<file path="src/rtl/polygon_area_acc_if.sv">
// Vertex stream in, doubled polygon area out.
// Master drives vertices; slave returns area2/done.
interface polygon_area_acc_if;
  logic [2:0]  point_num;
  logic        valid;
  logic [9:0]  Xin;
  logic [9:0]  Yin;
  logic [23:0] area2;
  logic        done;

  modport master (
    output point_num, valid, Xin, Yin,
    input  area2, done
  );

  modport slave (
    input  point_num, valid, Xin, Yin,
    output area2, done
  );
endinterface

</file>
<file path="src/rtl/polygon_area_acc.sv">
// Shoelace accumulator over a sorted vertex stream.
// Define ABS_AREA_EN to report |2*area| instead of signed.
module polygon_area_acc (
  input  logic              clk,
  input  logic              reset,
  polygon_area_acc_if.slave bus
);
  typedef enum logic [1:0] {
    IDLE,
    ACC,
    CLOSE,
    DONE
  } state_e;

  state_e      state_q;
  logic [9:0]  x0_q, y0_q;
  logic [9:0]  px_q, py_q;
  logic [2:0]  n_q, cnt_q;
  logic [23:0] acc_q;
  logic [23:0] area2_q;
  logic        done_q;

  logic [19:0] p_a, p_b, c_a, c_b;
  logic [23:0] term_acc, term_close;
  logic [23:0] acc_fin, res;
  logic [2:0]  n_first;

  assign p_a = {10'b0, px_q} * {10'b0, bus.Yin};
  assign p_b = {10'b0, bus.Xin} * {10'b0, py_q};
  assign c_a = {10'b0, px_q} * {10'b0, y0_q};
  assign c_b = {10'b0, x0_q} * {10'b0, py_q};

  assign term_acc   = {4'b0, p_a} - {4'b0, p_b};
  assign term_close = {4'b0, c_a} - {4'b0, c_b};
  assign acc_fin    = acc_q + term_close;

`ifdef ABS_AREA_EN
  assign res = acc_fin[23] ? (~acc_fin + 24'd1) : acc_fin;
`else
  assign res = acc_fin;
`endif

  // a zero vertex count is treated as a single point
  assign n_first = (bus.point_num == 3'd0) ? 3'd1 : bus.point_num;

  always_ff @(posedge clk or posedge reset) begin
    if (reset) begin
      state_q <= IDLE;
      x0_q    <= '0;
      y0_q    <= '0;
      px_q    <= '0;
      py_q    <= '0;
      n_q     <= '0;
      cnt_q   <= '0;
      acc_q   <= '0;
      area2_q <= '0;
      done_q  <= 1'b0;
    end else begin
      done_q <= 1'b0;
      unique case (state_q)
        IDLE, DONE: begin
          if (bus.valid) begin
            x0_q    <= bus.Xin;
            y0_q    <= bus.Yin;
            px_q    <= bus.Xin;
            py_q    <= bus.Yin;
            n_q     <= n_first;
            cnt_q   <= 3'd1;
            acc_q   <= '0;
            state_q <= (n_first == 3'd1) ? CLOSE : ACC;
          end else begin
            state_q <= IDLE;
          end
        end
        ACC: begin
          if (bus.valid) begin
            acc_q <= acc_q + term_acc;
            px_q  <= bus.Xin;
            py_q  <= bus.Yin;
            cnt_q <= cnt_q + 3'd1;
            if (cnt_q + 3'd1 == n_q) begin
              state_q <= CLOSE;
            end
          end
        end
        CLOSE: begin
          acc_q   <= acc_fin;
          area2_q <= res;
          done_q  <= 1'b1;
          state_q <= DONE;
        end
        default: state_q <= IDLE;
      endcase
    end
  end

  assign bus.area2 = area2_q;
  assign bus.done  = done_q;
endmodule

</file>
<file path="src/flat_wrapper.sv">
// flat-port wrapper written by rule: the top's interface ports become plain ports
module polygon_area_acc_flat 
  (clk, reset, bus_point_num, bus_valid, bus_Xin, bus_Yin, bus_area2, bus_done);
  polygon_area_acc_if bus_i ();
  input  logic clk;
  input  logic reset;
  input wire logic [$bits(bus_i.point_num)-1:0] bus_point_num;
  input wire logic [$bits(bus_i.valid)-1:0] bus_valid;
  input wire logic [$bits(bus_i.Xin)-1:0] bus_Xin;
  input wire logic [$bits(bus_i.Yin)-1:0] bus_Yin;
  output wire logic [$bits(bus_i.area2)-1:0] bus_area2;
  output wire logic [$bits(bus_i.done)-1:0] bus_done;
  assign bus_i.point_num = bus_point_num;
  assign bus_i.valid = bus_valid;
  assign bus_i.Xin = bus_Xin;
  assign bus_i.Yin = bus_Yin;
  assign bus_area2 = bus_i.area2;
  assign bus_done = bus_i.done;
  polygon_area_acc u_core (.clk(clk), .reset(reset), .bus(bus_i));
endmodule
</file>
<file path="config.mk">
export PLATFORM = sky130hd
export DESIGN_NAME = polygon_area_acc_flat
export DESIGN_NICKNAME = d
export VERILOG_FILES = /design/src/rtl/polygon_area_acc_if.sv /design/src/rtl/polygon_area_acc.sv /design/src/flat_wrapper.sv
export SDC_FILE = /design/constraint.sdc
export NUM_CORES = 1
export LEC_CHECK = 0
export CAP_MARGIN = 5
export CORE_UTILIZATION = 65
export DETAILED_ROUTE_END_ITERATION = 6
export HOLD_SLACK_MARGIN = 0.15
export PLACE_DENSITY = 0.83
export SYNTH_ARGS = -nofsm -noshare
export SYNTH_HDL_FRONTEND = slang
export SYNTH_SLANG_ARGS = --single-unit
</file>
<file path="constraint.sdc">
create_clock -name clk -period 22 [get_ports clk]
set_clock_uncertainty 0.2 [all_clocks]
set_input_delay 4.4 -clock clk [delete_from_list [all_inputs] [get_ports clk]]
set_output_delay 4.4 -clock clk [all_outputs]
set_load 0.05 [all_outputs]
</file>
==> qor.csv, run 1 <==
metric,value,unit
crit end category,flop,
hold_buf cts,0,
Wirelength per Cell,18.7,um
met3 Use GR,4.54,%
Period minus WS final,13.27,ns
antenna-violating nets left,0,
later-pin clock latency in the skew report,0.38,ns
initial core utilization,66.0,%
"FFs w/ async S/R, synth",100,%
layout cells sized above 1,4.63,%
Area after DPL,21000,sq um
largest net degree at the start of global routing,55,
CP Class,in2reg,
Ys Warns,0,
Post-synth EDFFs,0,
Synth Register Bits,97,
"Top cell by count, worst path",fa_1,
H-tree depth,3,
post-cts repair resize count,0,
worst setup path endpoint,u_core.acc_q[23]$_DFFE_PP0P_,
Mapped Area,20200,sq um
Slew @ Worst Pin,1.27,ns
Final Max Slew Viols,0,
Tcrit/Tclk final,60.3,%
flop2flop setup slack,12.70,ns
antenna cells,0,
synthesized net count,2822,
Critical Path Max Stage Delay,0.91,ns
Slew HR,15.1,%
Area Overhead vs Synth,5.27,%
row count,64,
area of all placed cells without fillers,21300,sq um
final hold violation count,0,
maxcap violations,0,
Vias/cell,5.91,
first-pass GRT wire length,82000,um
GRT met2 Usage,55.4,%
die area,31800,sq um
worst flop-to-flop path startpoint,u_core.px_q[2]$_DFFE_PP0P_,
final setup fails,0,
HPWL Detailed,38600,um
die height,178,um
Yosys cell types,69,
Root Buffer,clkbuf_16,
register area share after synthesis,12.0,%
clk sinks,97,
Hold Path Class,reg2reg,
grt total ovfl,0,
antenna violations before repair,0,
setup TNS,0,ns
"area leader, netlist",fa_1,
post-synth top area share,32.3,%
Critical Path Start Type,input port,
fmax,0.0754,GHz
GR peak layer,met2,
worst-path fanout max,12,
Reg2Reg Capture Point,u_core.acc_q[23]$_DFFE_PP0P_,
area of the core,30600,sq um
residual DRC count,0,
unrepaired setup endpoints after global routing,no,
Worst-path clk slew,0.09,ns
clk buf depth,2,
Avg Inst Size Synth,9.11,sq um
GRT Total Usage,33.4,%
drt total wl,48700,um
CP Data Required Time,22.07,ns
M1 GR Usage,43.9,%
die width,178,um
Synth Instances,2216,
Iteration-0 DRC Markers,1271,
cells on worst reg2reg path,30,
"Primary FF master, synth",dfrtp_1,
crit path launch,bus_Yin[4],
Nets,2805,
CP max-delay cell,clkdlybuf4s50_1,
number of I/O pins,51,
"Setup Fix Bufs, Post-CTS",0,
port buffer count,50,
CTS tree,yes,
CTS buffer count,9,
Critical Path AT,13.34,ns
top post-synthesis cells by area,"fa_1 32%, ha_1 16%, dfrtp_1 12%",
vias in the first global route,16517,
First-pass DRT Iterations,5,
gpl congestion,0.979,
vias after detailed routing,15370,
outcome,completed,
[layout make-up]
class | instances | area [sq um]
inverter | 439 | 1650
fill | 2315 | 9330
multi-input combinational | 1584 | 15800
timing repair buffer | 68 | 636
sequential | 97 | 2430
tap | 396 | 495
clock buffer | 10 | 229
clock inverter | 6 | 62.6
[worst min-delay path by stage]
stage / startpoint / end / slack (ns) / depth (start not counted)
after floorplan: u_core.n_q[0]$_DFFE_PP0P_ / u_core.n_q[0]$_DFFE_PP0P_ / 0.27 / 2
after global placement: u_core.bus.area2[5]$_DFFE_PP0P_ / u_core.bus.area2[5]$_DFFE_PP0P_ / 0.27 / 1
after detailed placement: u_core.bus.area2[5]$_DFFE_PP0P_ / u_core.bus.area2[5]$_DFFE_PP0P_ / 0.27 / 1
after CTS: u_core.bus.area2[5]$_DFFE_PP0P_ / u_core.bus.area2[5]$_DFFE_PP0P_ / 0.29 / 1
after global routing: u_core.bus.area2[14]$_DFFE_PP0P_ / u_core.bus.area2[14]$_DFFE_PP0P_ / 0.32 / 1
final: u_core.bus.area2[5]$_DFFE_PP0P_ / u_core.bus.area2[5]$_DFFE_PP0P_ / 0.29 / 1
[metal layers]
| layer | wire, um | vias to the layer above |
|---|---|---|
| met2 | 23600 | 634 |
| met4 | 2230 | 0 |
| li1 | - | 6892 |
| met5 | 0 | - |
| met1 | 19300 | 7689 |
| met3 | 3600 | 155 |
[cells in the mapped netlist (4+ instances only)]
cell	instances
a22oi_1	8
o22ai_1	4
or2_2	4
nand2_1	258
nand2b_1	15
nand3_1	12
a21o_1	28
dfrtp_1	97
nor2b_1	17
a221o_1	4
a31oi_1	8
xor2_1	22
nor3_1	19
ha_1	254
o211ai_1	4
a211o_1	4
o31ai_1	9
a211oi_1	9
o21ai_0	49
a21boi_0	4
a21oi_1	65
inv_1	438
buf_1	4
and2_1	204
fa_1	326
nor3b_1	5
mux2_2	56
or3_1	7
and3_1	7
nor2_1	56
o21ai_1	6
xnor2_1	49
o21a_1	13
o21bai_1	9
clkbuf_1	92
[cells in the final DEF (no fill, tap or decap), types with 5 or more instances in the layout]
master / n
a211oi_1: 9
a21o_1: 28
a21oi_1: 65
a22oi_1: 8
a31oi_1: 8
and2_1: 204
and3_1: 7
buf_4: 18
clkbuf_16: 9
clkdlybuf4s50_1: 50
dfrtp_1: 97
fa_1: 326
ha_1: 254
inv_1: 437
mux2_2: 56
nand2_1: 258
nand2b_1: 15
nand3_1: 12
nor2_1: 56
nor2b_1: 17
nor3_1: 19
nor3b_1: 5
o21a_1: 13
o21ai_0: 49
o21ai_1: 6
o21bai_1: 9
o31ai_1: 9
or3_1: 7
xnor2_1: 49
xor2_1: 22
[cell families (layout without fill, tap and decap cells)]
family / count (synthesis) / in the layout / synth area share [%]
AOI/OAI and AO/OA: 260 / 260 / 8.58
muxes: 58 / 58 / 3.22
xor gates and xnor gates: 71 / 71 / 3.08
adders and majority gates: 580 / 580 / 48.1
DFF: 97 / 97 / 12.0
buffers and inverters: 535 / 523 / 9.95
and+or+nand+nor: 615 / 615 / 15.1
[registers in the layout, indices dropped and copies added (netlist names), 3 cells and up]
| register | cells |
|---|---|
| u_core.acc_q | 24 |
| u_core.y0_q | 10 |
| u_core.py_q | 10 |
| u_core.bus.area2 | 24 |
| u_core.n_q | 3 |
| u_core.px_q | 10 |
| u_core.cnt_q | 3 |
| u_core.x0_q | 10 |
[stage by stage]
step	instances	worst slack, ns	util (%)	hold slack [ns]
floorplan	2216	10.10	-	0.269
global placement	2584	8.70	68.5	0.266
detailed placement	2584	8.51	68.5	0.269
CTS	2600	8.89	69.5	0.288
global route	2600	8.39	69.5	0.316
finish	2600	8.73	69.5	0.287
[worst max-delay path, delay by kind of cell]
family / cells / cell delay, ns
AOI/OAI and AO/OA: 8 / 1.80
xor gates and xnor gates: 2 / 0.36
adders and majority gates: 9 / 3.83
buffers and inverters: 5 / 1.12
muxes: 1 / 0.11
and+or+nand+nor: 6 / 1.71
Power of run 1 is left out: the tool's default activity adds up to more than one toggle a clock period on the data nets, which glitch-free logic cannot reach.
==> inputs of run 2 (changes only) <==
- CORE_UTILIZATION: 65 -> 59
- PLACE_DENSITY: 0.83 -> 0.8
- clock period: 22 -> 12.1 ns (I/O delays scaled with it)
==> qor.csv, run 2 (same netlist as run 1, synthesis figures left out) <==
metric,value,unit,change
outcome,completed,,
clk sinks,97,,unchanged
worst-path fanout max,12,,unchanged
final setup fails,0,,unchanged
"commonest non-fill, non-tap cell in the layout",inv_1,,
Root Buffer,clkbuf_16,,
First-pass DRT Iterations,5,,unchanged
final core occ,63.6,%,-5.9 points
WHS Path Cells,1,,unchanged
die width,187,um,+4.9%
residual DRC count,0,,unchanged
Nets,2808,,+0.11%
Area Overhead vs Synth,5.84,%,
vias after detailed routing,15340,,-0.20%
layout cells sized above 1,4.80,%,+0.17 points
GRT Total Usage,30.1,%,-3.3 points
gpl congestion,0.934,,-4.6%
drt total wl,49800,um,+2.1%
Hold Path Class,reg2reg,,
Hold Path Origin,u_core.bus.area2[4]$_DFFE_PP0P_,,
grt total ovfl,0,,unchanged
Period minus WS final,11.01,ns,
first-pass GRT wire length,83700,um,+2.1%
setup TNS,0,ns,unchanged
Slew HR,35.9,%,+21 points
Worst-path clk slew,0.08,ns,about the same
hold_buf cts,0,,unchanged
Iteration-0 DRC Markers,1068,,-16%
"Top cell by count, worst path",fa_1,,
Critical Path Start Type,input port,,
worst flop-to-flop path startpoint,u_core.px_q[3]$_DFFE_PP0P_,,
Reg2Reg Capture Point,u_core.acc_q[23]$_DFFE_PP0P_,,
die height,187,um,+4.9%
CTS tree,yes,,
"Setup Fix Bufs, Post-CTS",0,,unchanged
die area,35000,sq um,+10%
antenna violations before repair,0,,unchanged
Tcrit/Tclk final,91.0,%,
Critical Path AT,11.07,ns,-2.27 ns
row count,67,,+4.7%
CP Data Required Time,12.16,ns,-9.91 ns
number of I/O pins,51,,unchanged
area of the core,33600,sq um,+9.9%
later-pin clock latency in the skew report,0.37,ns,about the same
Wirelength per Cell,18.7,um,about the same
Slew @ Worst Pin,0.962,ns,-0.308 ns
Vias/cell,5.78,,-2.3%
most frequent cells in the layout,"437 x inv_1, 326 x fa_1, 258 x nand2_1",,
Hold EP,u_core.bus.area2[4]$_DFFE_PP0P_,,
unrepaired setup endpoints after global routing,no,,
final hold violation count,0,,unchanged
antenna cells,0,,unchanged
CTS buffer count,9,,unchanged
flop2flop setup slack,2.89,ns,-9.81 ns
CP max-delay cell,clkdlybuf4s50_1,,
maxcap violations,0,,unchanged
H-tree depth,3,,unchanged
fmax,0.0909,GHz,
Final Max Slew Viols,0,,unchanged
clk buf depth,2,,unchanged
Layout fillers,2723,,+18%
CP Class,in2reg,,
port buffer count,50,,unchanged
Critical Path Max Stage Delay,0.74,ns,-0.17 ns
post-cts repair resize count,0,,unchanged
largest net degree at the start of global routing,58,,+5.5%
antenna-violating nets left,0,,unchanged
cells on worst reg2reg path,31,,+3.3%
initial core utilization,60.1,%,-5.9 points
crit end category,flop,,
HPWL Detailed,39200,um,+1.7%
vias in the first global route,16663,,+0.88%
[run 2: changes by cell type in the layout (fill, tap and decap cells not counted)]
| cell | before | now |
|---|---|---|
| buf_4 | 18 | 21 |
| bufinv_16 | 0 | 1 |
| clkbuf_1 | 1 | 0 |
| clkinv_4 | 2 | 1 |
| inv_6 | 2 | 3 |
[run 2: worst max-delay path, delay by kind of cell]
| family | cells | cell delay (ns) |
|---|---|---|
| fa+ha+maj | 9 | 3.72 |
| mux | 1 | 0.15 |
| xor+xnor | 2 | 0.32 |
| compound gates | 10 | 2.13 |
| buf+inv | 5 | 0.94 |
| simple gates | 5 | 1.39 |
[run 2: final cells by class]
type	count	area, sq um	share of cell area [%]
Multi-Input combinational cell	1584	15800	73.7
Sequential cell	97	2430	11.4
Inverter	439	1650	7.72
Timing Repair Buffer	71	658	3.08
Tap cell	448	561	2.62
Clock buffer	9	225	1.05
Clock inverter	7	92.6	0.433
[run 2: worst max path at each step]
stage | startpoint | endpoint | slack, ns | depth (start not counted)
final | bus_Yin[4] | u_core.acc_q[23]$_DFFE_PP0P_ | 1.09 | 32
after global routing | bus_Yin[4] | u_core.acc_q[23]$_DFFE_PP0P_ | 0.67 | 32
after CTS | bus_Yin[4] | u_core.acc_q[23]$_DFFE_PP0P_ | 1.12 | 32
after detailed placement | bus_Yin[4] | u_core.acc_q[23]$_DFFE_PP0P_ | 0.73 | 32
after global placement | bus_Yin[4] | u_core.acc_q[23]$_DFFE_PP0P_ | 0.85 | 31
after floorplan | bus_Yin[2] | u_core.acc_q[23]$_DFFE_PP0P_ | 2.18 | 32
[run 2: stage by stage]
stage	hold WS [ns]	cells	setup slack, ns	instance area, sq um
floorplan	0.269	2216	2.18	20200
CTS	0.295	2655	1.12	21400
global placement	0.273	2639	0.853	21100
finish	0.296	2655	1.09	21400
detailed placement	0.277	2639	0.731	21100
global route	0.311	2655	0.666	21400
[run 2: routing by layer]
| layer | global-route usage (%) | routed length, um | up-vias |
|---|---|---|---|
| li1 | - | - | 6898 |
| met1 | 38.9 | 19900 | 7720 |
| met2 | 50.9 | 24300 | 594 |
| met3 | 4.05 | 3430 | 128 |
| met4 | 13.1 | 2110 | 0 |
| met5 | 0 | 0 | - |
Power of run 2 is left out for the same reason.
==> inputs of run 3 (changes only) <==
- CORE_UTILIZATION: 59 -> 61
- DONT_BUFFER_PORTS: unset -> 1
==> qor.csv, run 3 (same netlist as run 1, synthesis figures left out) <==
metric,value,unit,change
"commonest non-fill, non-tap cell in the layout",inv_1,,
First-pass DRT Iterations,5,,unchanged
layout cells sized above 1,4.74,%,-0.065 points
Iteration-0 DRC Markers,986,,-7.7%
clk buf depth,2,,unchanged
number of I/O pins,51,,unchanged
Slew @ Worst Pin,1.01,ns,+0.0447 ns
Root Buffer,clkbuf_16,,
post-cts repair resize count,0,,unchanged
antenna-violating nets left,0,,unchanged
Area after DPL,20500,sq um,-2.6%
final core occ,64.0,%,+0.47 points
unrepaired setup endpoints after global routing,no,,
port buffer count,0,,-100%
area of all placed cells without fillers,20800,sq um,-2.5%
"Top cell by count, worst path",fa_1,,
"Setup Fix Bufs, Post-CTS",0,,unchanged
initial core utilization,62.1,%,+2.0 points
die width,184,um,-1.6%
grt total ovfl,0,,unchanged
area of the core,32500,sq um,-3.2%
crit end category,flop,,
Vias/cell,5.78,,about the same
Worst-path clk slew,0.09,ns,about the same
HPWL Detailed,38000,um,-3.1%
residual DRC count,0,,unchanged
gpl congestion,0.903,,-3.3%
setup TNS,0,ns,unchanged
die area,33800,sq um,-3.2%
die height,184,um,-1.6%
antenna cells,0,,unchanged
vias after detailed routing,14999,,-2.2%
CP Class,in2reg,,
CP max-delay cell,nor3_1,,
Critical Path Start Type,input port,,
H-tree depth,3,,unchanged
Hold Path Class,reg2reg,,
row count,66,,-1.5%
final setup fails,0,,unchanged
clk sinks,97,,unchanged
CTS tree,yes,,
Nets,2754,,-1.9%
Critical Path AT,10.44,ns,-0.63 ns
final worst setup slack,1.72,ns,+0.623 ns
maxcap violations,0,,unchanged
CP Data Required Time,12.16,ns,about the same
GRT Total Usage,30.7,%,+0.58 points
largest net degree at the start of global routing,55,,-5.2%
Tcrit/Tclk final,85.8,%,-5.2 points
antenna violations before repair,1,,+1
worst-path fanout max,12,,unchanged
Area Overhead vs Synth,3.20,%,
Critical Path Max Stage Delay,0.64,ns,-0.10 ns
pre-CTS WS,1.49,ns,+0.762 ns
first-pass GRT wire length,80600,um,-3.7%
Wirelength per Cell,18.5,um,-1.1%
vias in the first global route,16040,,-3.7%
Period minus WS final,10.38,ns,-0.623 ns
hold_buf cts,0,,unchanged
later-pin clock latency in the skew report,0.37,ns,about the same
fmax,0.0963,GHz,+6.0%
final hold violation count,0,,unchanged
CTS buffer count,9,,unchanged
outcome,completed,,
drt total wl,48100,um,-3.3%
most frequent cells in the layout,"437 x inv_1, 326 x fa_1, 258 x nand2_1",,
Final Max Slew Viols,0,,unchanged
Layout fillers,2685,,-1.4%
Slew HR,32.9,%,-3.0 points
[run 3: final timing paths]
path | startpoint | endpoint | slack, ns | cells past startpoint
worst max-delay path | bus_Yin[2] | u_core.acc_q[23]$_DFFE_PP0P_ | 1.72 | 31
worst min-delay path | u_core.cnt_q[1]$_DFFE_PP0P_ | u_core.cnt_q[1]$_DFFE_PP0P_ | 0.31 | 1
worst max register to register | u_core.px_q[2]$_DFFE_PP0P_ | u_core.acc_q[23]$_DFFE_PP0P_ | 2.75 | 31
worst min register to register | u_core.cnt_q[1]$_DFFE_PP0P_ | u_core.cnt_q[1]$_DFFE_PP0P_ | 0.31 | 1
max in group asynchronous | reset | u_core.acc_q[13]$_DFFE_PP0P_ | 8.70 | 2
min in group asynchronous | reset | u_core.py_q[4]$_DFFE_PP0P_ | 1.83 | 1
[run 3: metal layers]
metal | GRT usage (%) | vias up | wire length (um)
li1 | - | 6792 | -
met1 | 41.0 | 7546 | 19700
met2 | 50.3 | 542 | 23100
met3 | 3.74 | 117 | 3250
met4 | 13.7 | 2 | 2050
met5 | 0 | - | 17
[run 3: layout make-up]
cell class / instances / area (sq um) / area share (%)
repair buffers: 17 / 128 / 0.613
inverters: 439 / 1650 / 7.92
well taps: 442 / 553 / 2.65
clock inverters: 6 / 83.8 / 0.402
multi-input cells: 1584 / 15800 / 75.6
flip-flops and latches: 97 / 2430 / 11.6
clock buffers: 10 / 239 / 1.15
[run 3: through the flow]
stage | hold WS [ns] | std cells
2_1_floorplan | 0.269 | 2216
3_3_place_gp | 0.279 | 2579
3_5_place_dp | 0.291 | 2579
4_1_cts | 0.311 | 2595
5_1_grt | 0.325 | 2595
6_report | 0.315 | 2595
[run 3: worst max-delay path, delay by kind of cell]
family	cells	cell delay (ns)
compound gates	10	2.26
fa+ha+maj	9	3.82
buf+inv	4	0.19
xor+xnor	2	0.31
simple gates	5	1.29
mux	1	0.14
Power of run 3 is left out for the same reason.
